==> config.mk <==
export PLATFORM = sky130hd
export DESIGN_NAME = arcade_input_mapper
export DESIGN_NICKNAME = d
export VERILOG_FILES = /design/src/rtl/arcade_input_mapper.sv
export SDC_FILE = /design/constraint.sdc
export NUM_CORES = 1
export LEC_CHECK = 0
export BUFFER_PORTS_ARGS = -buffer_cell sky130_fd_sc_hd__buf_2
export CORE_ASPECT_RATIO = 1.75
export CORE_UTILIZATION = 55
export CTS_CLUSTER_SIZE = 16
export DETAILED_ROUTE_END_ITERATION = 10
export PLACE_DENSITY = 0.78
export RECOVER_POWER = 25
export SYNTH_ARGS = -nofsm -noshare
export SYNTH_HDL_FRONTEND = slang
export SYNTH_SLANG_ARGS = --single-unit
==> constraint.sdc <==
create_clock -name clk_sys -period 2.6 [get_ports clk_sys]
set_input_delay 0.65 -clock clk_sys [delete_from_list [all_inputs] [get_ports clk_sys]]
set_output_delay 0.65 -clock clk_sys [all_outputs]
set_load 0.05 [all_outputs]
==> src/rtl/arcade_input_mapper.sv <==
// arcade_input_mapper: merges PS/2 held-key state with HPS joysticks, then rotates, SOCD-cleans and coin-stretches per player.
// Optional autofire is compiled in when ARCADE_INPUT_AUTOFIRE_EN is defined.
module arcade_input_mapper #(
  parameter int PLAYERS    = 2,
  parameter int COIN_PULSE = 1200000
`ifdef ARCADE_INPUT_AUTOFIRE_EN
  , parameter int AUTOFIRE_PERIOD = 200000
`endif
) (
  input  logic                  clk_sys,
  input  logic                  RESET_N,
  input  logic [10:0]           ps2_key,
  input  logic [16*PLAYERS-1:0] joystick,
  input  logic [1:0]            rotate,
  input  logic                  socd_en,
`ifdef ARCADE_INPUT_AUTOFIRE_EN
  input  logic [PLAYERS-1:0]    autofire,
`endif
  output logic [7*PLAYERS-1:0]  csjudlr
);

  localparam int KEYS = 15;
  localparam int CW   = $clog2(COIN_PULSE + 1);

  logic            old_toggle;
  logic [KEYS-1:0] key_state;
  logic [KEYS-1:0] key_hit;
  logic [6:0]      key_p0;
  logic [6:0]      key_p1;
  logic            unused_inputs;

  // Key slots: 0-7 player 0 {up,down,left,right,fire_a,fire_b,start,coin}, 8-14 player 1 {up,down,left,right,fire,start,coin}
  always_comb begin
    key_hit = '0;
    case (ps2_key[7:0])
      8'h75: key_hit[0]  = 1'b1;
      8'h72: key_hit[1]  = 1'b1;
      8'h6B: key_hit[2]  = 1'b1;
      8'h74: key_hit[3]  = 1'b1;
      8'h29: key_hit[4]  = 1'b1;
      8'h14: key_hit[5]  = 1'b1;
      8'h05: key_hit[6]  = 1'b1;
      8'h2E: key_hit[7]  = 1'b1;
      8'h2D: key_hit[8]  = 1'b1;
      8'h2B: key_hit[9]  = 1'b1;
      8'h23: key_hit[10] = 1'b1;
      8'h34: key_hit[11] = 1'b1;
      8'h1C: key_hit[12] = 1'b1;
      8'h06: key_hit[13] = 1'b1;
      8'h36: key_hit[14] = 1'b1;
      default: key_hit = '0;
    endcase
  end

  always_ff @(posedge clk_sys or negedge RESET_N) begin
    if (!RESET_N) begin
      old_toggle <= 1'b0;
      key_state  <= '0;
    end else begin
      old_toggle <= ps2_key[10];
      if (ps2_key[10] != old_toggle) begin
        for (int k = 0; k < KEYS; k++) begin
          if (key_hit[k]) key_state[k] <= ps2_key[9];
        end
      end
    end
  end

  // Per-player vectors in output order {coin, start, fire, up, down, left, right}
  assign key_p0 = {key_state[7], key_state[6], key_state[4] | key_state[5],
                   key_state[0], key_state[1], key_state[2], key_state[3]};
  assign key_p1 = {key_state[14], key_state[13], key_state[12],
                   key_state[8], key_state[9], key_state[10], key_state[11]};

  assign unused_inputs = ps2_key[8] ^ (^key_p1);

  for (genvar p = 0; p < PLAYERS; p++) begin : g_player
    logic [15:0]   joy;
    logic [6:0]    keys;
    logic [6:0]    raw;
    logic [3:0]    rot;
    logic [3:0]    clean;
    logic          coin_prev;
    logic [CW-1:0] coin_cnt;
    logic          fire_out;
    logic [6:0]    out_q;
    logic          unused_joy;

    assign joy        = joystick[16*p +: 16];
    assign unused_joy = ^{joy[15:8], joy[6]};

    if (p == 0) begin : g_keys0
      assign keys = key_p0;
    end else if (p == 1) begin : g_keys1
      assign keys = key_p1;
    end else begin : g_keys_none
      assign keys = '0;
    end

    assign raw = keys | {joy[7], joy[5], joy[4], joy[3], joy[2], joy[1], joy[0]};

    // rot/raw low nibble is {up, down, left, right}
    always_comb begin
      rot = raw[3:0];
      case (rotate)
        2'd1:    rot = {raw[1], raw[0], raw[2], raw[3]};
        2'd2:    rot = {raw[0], raw[1], raw[3], raw[2]};
        2'd3:    rot = {raw[2], raw[3], raw[0], raw[1]};
        default: rot = raw[3:0];
      endcase
    end

    assign clean[3:2] = (socd_en && rot[3] && rot[2]) ? 2'b00 : rot[3:2];
    assign clean[1:0] = (socd_en && rot[1] && rot[0]) ? 2'b00 : rot[1:0];

    // Counter only rearms at zero, so edges during a pulse are dropped
    always_ff @(posedge clk_sys or negedge RESET_N) begin
      if (!RESET_N) begin
        coin_prev <= 1'b0;
        coin_cnt  <= '0;
      end else begin
        coin_prev <= raw[6];
        if (coin_cnt != '0) begin
          coin_cnt <= coin_cnt - CW'(1);
        end else if (raw[6] && !coin_prev) begin
          coin_cnt <= CW'(COIN_PULSE);
        end
      end
    end

`ifdef ARCADE_INPUT_AUTOFIRE_EN
    localparam int AW = (AUTOFIRE_PERIOD > 1) ? $clog2(AUTOFIRE_PERIOD) : 1;
    logic [AW-1:0] af_cnt;
    logic          af_on;

    // Phase restarts high whenever fire is released
    always_ff @(posedge clk_sys or negedge RESET_N) begin
      if (!RESET_N) begin
        af_cnt <= AW'(AUTOFIRE_PERIOD - 1);
        af_on  <= 1'b1;
      end else if (!raw[4]) begin
        af_cnt <= AW'(AUTOFIRE_PERIOD - 1);
        af_on  <= 1'b1;
      end else if (af_cnt == '0) begin
        af_cnt <= AW'(AUTOFIRE_PERIOD - 1);
        af_on  <= ~af_on;
      end else begin
        af_cnt <= af_cnt - AW'(1);
      end
    end

    assign fire_out = raw[4] & (~autofire[p] | af_on);
`else
    assign fire_out = raw[4];
`endif

    always_ff @(posedge clk_sys or negedge RESET_N) begin
      if (!RESET_N) begin
        out_q <= '0;
      end else begin
        out_q <= {coin_cnt != '0, raw[5], fire_out, clean};
      end
    end

    assign csjudlr[7*p +: 7] = out_q;
  end

endmodule

* Word-level counts from Yosys, hierarchy flattened *
Index checks and enable logic that the tools add are counted.

storage, ports and cells
  register bits = 74
  latch bits = 0
  bits in writable memories = 0
  ROM bits = 0
  input bits = 48
  output and inout bits = 14
  word-level logic and storage cells = 102
  memories kept = 0

operators by class
  $add $sub $neg = 2
  $mul = 0
  divide/modulo/power cells = 0
  magnitude comparators = 0
  eq/ne operators = 19
  shift operators = 0
  mux-type cells = 25
  bitwise logic cells = 3
  reductions and logical operators = 31

operators with widths
  kind                                                                   number
  21-bit two-way mux                                                     4
  8-bit by 6-bit == test with 1-bit output (second input constant)       7
  21-bit nonzero test                                                    2
  21-bit by 1-bit subtractor with 21-bit output (second input constant)  2
  8-bit by 7-bit == test with 1-bit output (second input constant)       4
  2-bit AND reduction                                                    15
  4-bit case mux with 3 select lines                                     2
  8-bit by 3-bit == test with 1-bit output (second input constant)       2
  8-bit by 5-bit == test with 1-bit output (second input constant)       2
  1-bit two-way mux                                                      15
  7-bit OR                                                               2
  1-bit logical AND                                                      10
  2-bit two-way mux                                                      4
  2-bit == test (second input constant)                                  2
  2-bit nonzero test                                                     2
  2-bit by 1-bit == test with 1-bit output (second input constant)       1
  1-bit logical NOT                                                      2
  1-bit inequality test                                                  1
  1-bit OR                                                               1

* Longest topological paths before layout *
  depth after elaboration = 6
  depth in mapped cells = 7

* Worst setup path before layout *
Ideal clock, no wire load.

  path kind = reg-to-reg
  from = register g_player[1].coin_cnt[0]
  to = register g_player[1].coin_cnt[20]
  arrival = 1.915 ns
  data required time = 2.481 ns
  slack = 0.567 ns
  stages on the path, launching flop included = 7
  cells stage by stage = dfrtp_1 inv_1 ha_1 or3b_2 or4_4 o21a_1 o21a_1

on the way
  longest elaborated chain between the ends = 2
  elaborated cells on any way between the ends = 4
  those cells by class = add/sub (1); mux (1); reduce/logical (2)

RTL lines
  what                                                                                         line      RTL
  start: declaration                                                                           84        logic [CW-1:0] coin_cnt;
  start signal: assignment                                                                     124       coin_cnt <= coin_cnt - CW'(1);
  start signal: assignment                                                                     126       coin_cnt <= CW'(COIN_PULSE);
  21-bit by 1-bit subtractor with 21-bit output / 21-bit nonzero test (equally long branches)  124, 123
  21-bit two-way mux / 2-bit nonzero test (equally long branches)                              -

Parallel ways exist; a longest one is shown, timed or not.
A chain may end at the register's enable or synchronous reset.

* Worst setup path in the final report *
  from = register g_player[1].coin_cnt[7]
  to = register g_player[1].coin_cnt[16]

Same word-level chain as after synthesis.

==> results.py <==
metrics = {
    "sta": {
        "grt_setup_unrepaired": "no",
        "fin_crit_share_pct": 85.2,
        "timing.max_slew.rel_slack_pct": -18.4,
        "hold_viol_final": 0,
        "report.final.slew_viol_count": 32,
        "min_period_ns": 2.21,
        "tns_ns": 0,
        "layout_setup_ws_ns": 0.386,
        "setup_viol_count_final": 0,
        "tightestPinTransition_ns": 1.78,
        "timing.fmax_mhz": 452,
        "clock-skew-final_ns": 0.00485,
    },
    "layout": {
        "sequential_cell_area_mm2": 0.00185,
        "nets": 487,
        "layout_cell_share_with_drive_strength_beyond_1_pct": 22.5,
        "layout-area-overhead-vs-synth_pct": 16.9,
        "layout.core_utilization_pct": 67.0,
        "number_of_filler_instances_in_the_final_layout": 550,
        "count_of_inserted_antenna_diode_cells": 0,
        "multi_input_gate_area_mm2": 0.00199,
        "postLayoutCellArea_mm2": 0.00463,
    },
    "place": {
        "portBuffers": 42,
        "post-place-ws_ns": 0.291,
        "final_estimated_routing_congestion_in_global_placement": 0.843,
        "post-dp-hpwl_um": 6180,
        "placed_inst_area_mm2": 0.00427,
    },
    "route": {
        "routed_wl_um": 8670,
        "remaining_design_rule_violation_count": 0,
        "drtAntennaViolNets": 0,
        "num_vias": 3258,
        "vias_per_cell": 6.22,
        "routedWlPerCell_um": 16.5,
        "detail_route.iter0.violations": 131,
        "drt_pass1_iterations": 4,
    },
    "clock_network": {
        "count_of_h_tree_levels_built_during_cts": 3,
        "tritoncts": "done",
        "post_cts_hold_buffer_count": 0,
        "count_of_cells_resized_by_post_cts_repair": 0,
        "clk_root_buffer_cell": "sky130_fd_sc_hd__clkbuf_16",
        "clock_insertion_delay_worst_skew_ns": 0.34,
        "number_of_buffers_inserted_during_clock_tree_synthesis": 9,
        "cts_sinks": 74,
        "clk_transition_reported_paths_ns": 0.06,
        "cts-root-to-sink-buffers": 2,
        "cts_post_setup_buffers_inserted": 0,
    },
    "worst_setup_path": {
        "kind_of_end_point_of_the_critical_path": "flop",
        "reg2reg_slack_ns": 0.39,
        "path_class": "flop to flop",
        "cp_max_fo": 7,
        "worstPathArrival_ns": 2.40,
        "required_ns": 2.79,
        "launching_element_type_of_the_critical_path": "flop",
    },
    "yosys": {
        "synth_mux_area_share_pct": 5.85,
        "synth.yosys.seq_area_share_pct": 46.8,
        "main_combinational_cell_family_by_area_after_synthesis": "simple AND/OR/NAND/NOR gates",
        "flip_flop_and_latch_count_after_synthesis": 74,
        "syn_avg_cell_area_um2": 10.2,
        "synthAdderAreaFrac_pct": 1.26,
        "post_synth_xor_area_fraction_pct": 3.76,
        "yosysWarningCount": 0,
        "synth.cell_area_mm2": 0.00396,
        "synth_simple_gate_area_share_pct": 23.7,
        "synth-edff-count": 0,
        "ys_dominant_reg_cell": "sky130_fd_sc_hd__dfrtp_1",
        "post-synth-top-area-cell": "sky130_fd_sc_hd__dfrtp_1",
        "synthDistinctLibCells": 61,
        "syn-instance-count": 387,
        "synthesized_net_count": 439,
        "post-synth-top-area-fraction_pct": 46.8,
        "async_reset_ff_share_pct": 100,
        "synth-compound-area-share_pct": 15.7,
        "yosys-top-cells-area": "sky130_fd_sc_hd__dfrtp_1 (47%), sky130_fd_sc_hd__mux2_2 (4.8%), sky130_fd_sc_hd__nor3_1 (3.2%), sky130_fd_sc_hd__a211oi_1 (2.8%), sky130_fd_sc_hd__nor2_1 (2.4%)",
    },
    "grt": {
        "grt_pass1_wl_um": 14800,
        "gr-total-overflow": 0,
        "grt_max_degree": 44,
        "first_global_vias": 3343,
        "grt_usage_pct": 25.8,
        "grt_antenna_before_repair": 0,
    },
    "hold_path": {
        "worstHoldPathType": "input pin to flop",
    },
    "pwr": {
        "leakage_nw": 1.97,
        "power.density_cell_area_mw_per_mm2": 637,
        "worst_ir_drop_vdd_v": 0.000551,
    },
    "floorplan": {
        "placement_rows": 40,
        "chipHeight_um": 114,
        "design.die.area_mm2": 0.00755,
        "die_w_um": 66.1,
        "initial_utilization_pct": 57.3,
        "core_outline_area_mm2": 0.00691,
        "floorplan.io_pins": 62,
    },
    "run_status": {
        "failed_checks": "capacitance limit, slew limit",
        "run_status": "finished with violations",
    },
    "run": {
        "cap_violations": 1,
    },
}
placed cells by master, fill, tap and decap left out, types with 5 or more instances in the layout:
cell                        count
sky130_fd_sc_hd__clkbuf_1       5
sky130_fd_sc_hd__nor4_1        12
sky130_fd_sc_hd__clkbuf_16      9
sky130_fd_sc_hd__nand3_1       10
sky130_fd_sc_hd__a21oi_1       14
sky130_fd_sc_hd__inv_1          9
sky130_fd_sc_hd__a211oi_1      15
sky130_fd_sc_hd__xor2_1         7
sky130_fd_sc_hd__nor3_1        25
sky130_fd_sc_hd__buf_4          7
sky130_fd_sc_hd__nor2_1        25
sky130_fd_sc_hd__or3_1          9
sky130_fd_sc_hd__xnor2_1       10
sky130_fd_sc_hd__nand4_1        7
sky130_fd_sc_hd__or2_2          7
sky130_fd_sc_hd__mux2_2        17
sky130_fd_sc_hd__o211ai_1       5
sky130_fd_sc_hd__o21ai_0       13
sky130_fd_sc_hd__nand2_1       20
sky130_fd_sc_hd__dfrtp_1       74
sky130_fd_sc_hd__buf_2         38
sky130_fd_sc_hd__o21a_1         7
sky130_fd_sc_hd__a31oi_1        5
final timing paths:
path                                         startpoint                  endpoint  cells past startpoint
worst max register to register  g_player[1].coin_cnt[7]  g_player[1].coin_cnt[16]                      4
worst min-delay path                        ps2_key[10]                old_toggle                      1
min in group asynchronous                       RESET_N      g_player[1].out_q[6]                      1
worst max-delay path            g_player[1].coin_cnt[7]  g_player[1].coin_cnt[16]                      4
max in group asynchronous                       RESET_N              key_state[0]                      1
worst min register to register            key_state[12]      g_player[1].out_q[4]                      1
critical path: stages, from the launching register on:
cell and delay, ns:
sky130_fd_sc_hd__dfrtp_1 0.44, sky130_fd_sc_hd__nor4_1 0.73, sky130_fd_sc_hd__nand2_1 0.19, sky130_fd_sc_hd__a2111oi_0 0.55
sky130_fd_sc_hd__xor2_1 0.15
synthesized netlist by cell type, types with 9 or more instances:
cell type,instances
sky130_fd_sc_hd__a211oi_1,15
sky130_fd_sc_hd__a21oi_1,14
sky130_fd_sc_hd__dfrtp_1,74
sky130_fd_sc_hd__inv_1,9
sky130_fd_sc_hd__mux2_2,17
sky130_fd_sc_hd__nand2_1,20
sky130_fd_sc_hd__nand3_1,10
sky130_fd_sc_hd__nor2_1,25
sky130_fd_sc_hd__nor3_1,25
sky130_fd_sc_hd__nor4_1,12
sky130_fd_sc_hd__o21ai_0,13
sky130_fd_sc_hd__or3_1,9
sky130_fd_sc_hd__xnor2_1,10
sequential cells by signal, indices dropped and copies added, names as in the netlist:
register,cells
key_state,15
old_toggle,1
g_player.coin_prev,2
g_player.coin_cnt,42
g_player.out_q,14
metrics by stage:
stage	power [mW]	cells	hold slack [ns]
final	2.95	524	0.445
after global routing	3.03	524	0.452
after CTS	2.96	524	0.257
after detailed placement	1.46	508	0.445
after global placement	1.45	508	0.446
after floorplan	1.36	387	0.354
logic make-up after synthesis:
| family | after synthesis |
|---|---|
| XOR/XNOR | 17 |
| multiplexers | 21 |
| adder cells (fa/ha/maj) | 4 |
| AO/OA/AOI/OAI | 90 |
| AND/OR/NAND/NOR | 159 |
| flip-flops | 74 |
| buffers and inverters | 22 |
layer usage:
| layer | wire, um | GRT usage (%) | part of all wire [%] | vias to the layer above |
|---|---|---|---|---|
| li1 | - | - | - | 1580 |
| met1 | 3390 | 29.3 | 39 | 1568 |
| met2 | 4620 | 44.1 | 53 | 86 |
| met3 | 315 | 3.29 | 3.6 | 24 |
| met4 | 344 | 16.9 | 4.0 | 0 |
| met5 | 0 | 0 | 0 | - |
power by group:
part / internal, mW / switching (mW) / total, mW
Clock: 1.06 / 0.457 / 1.52
Combinational: 0.0740 / 0.161 / 0.235
Sequential: 1.18 / 0.0145 / 1.20
cell type report:
type / instances / share of cell area, %
well taps: 84 / 2.27
repair buffers: 50 / 6.00
clock buffers: 11 / 5.24
flip-flops and latches: 74 / 40.0
clock inverters: 5 / 2.70
inverters: 9 / 0.730
multi-input cells: 291 / 43.0
Note: power is estimated with default switching activity, not from simulation.
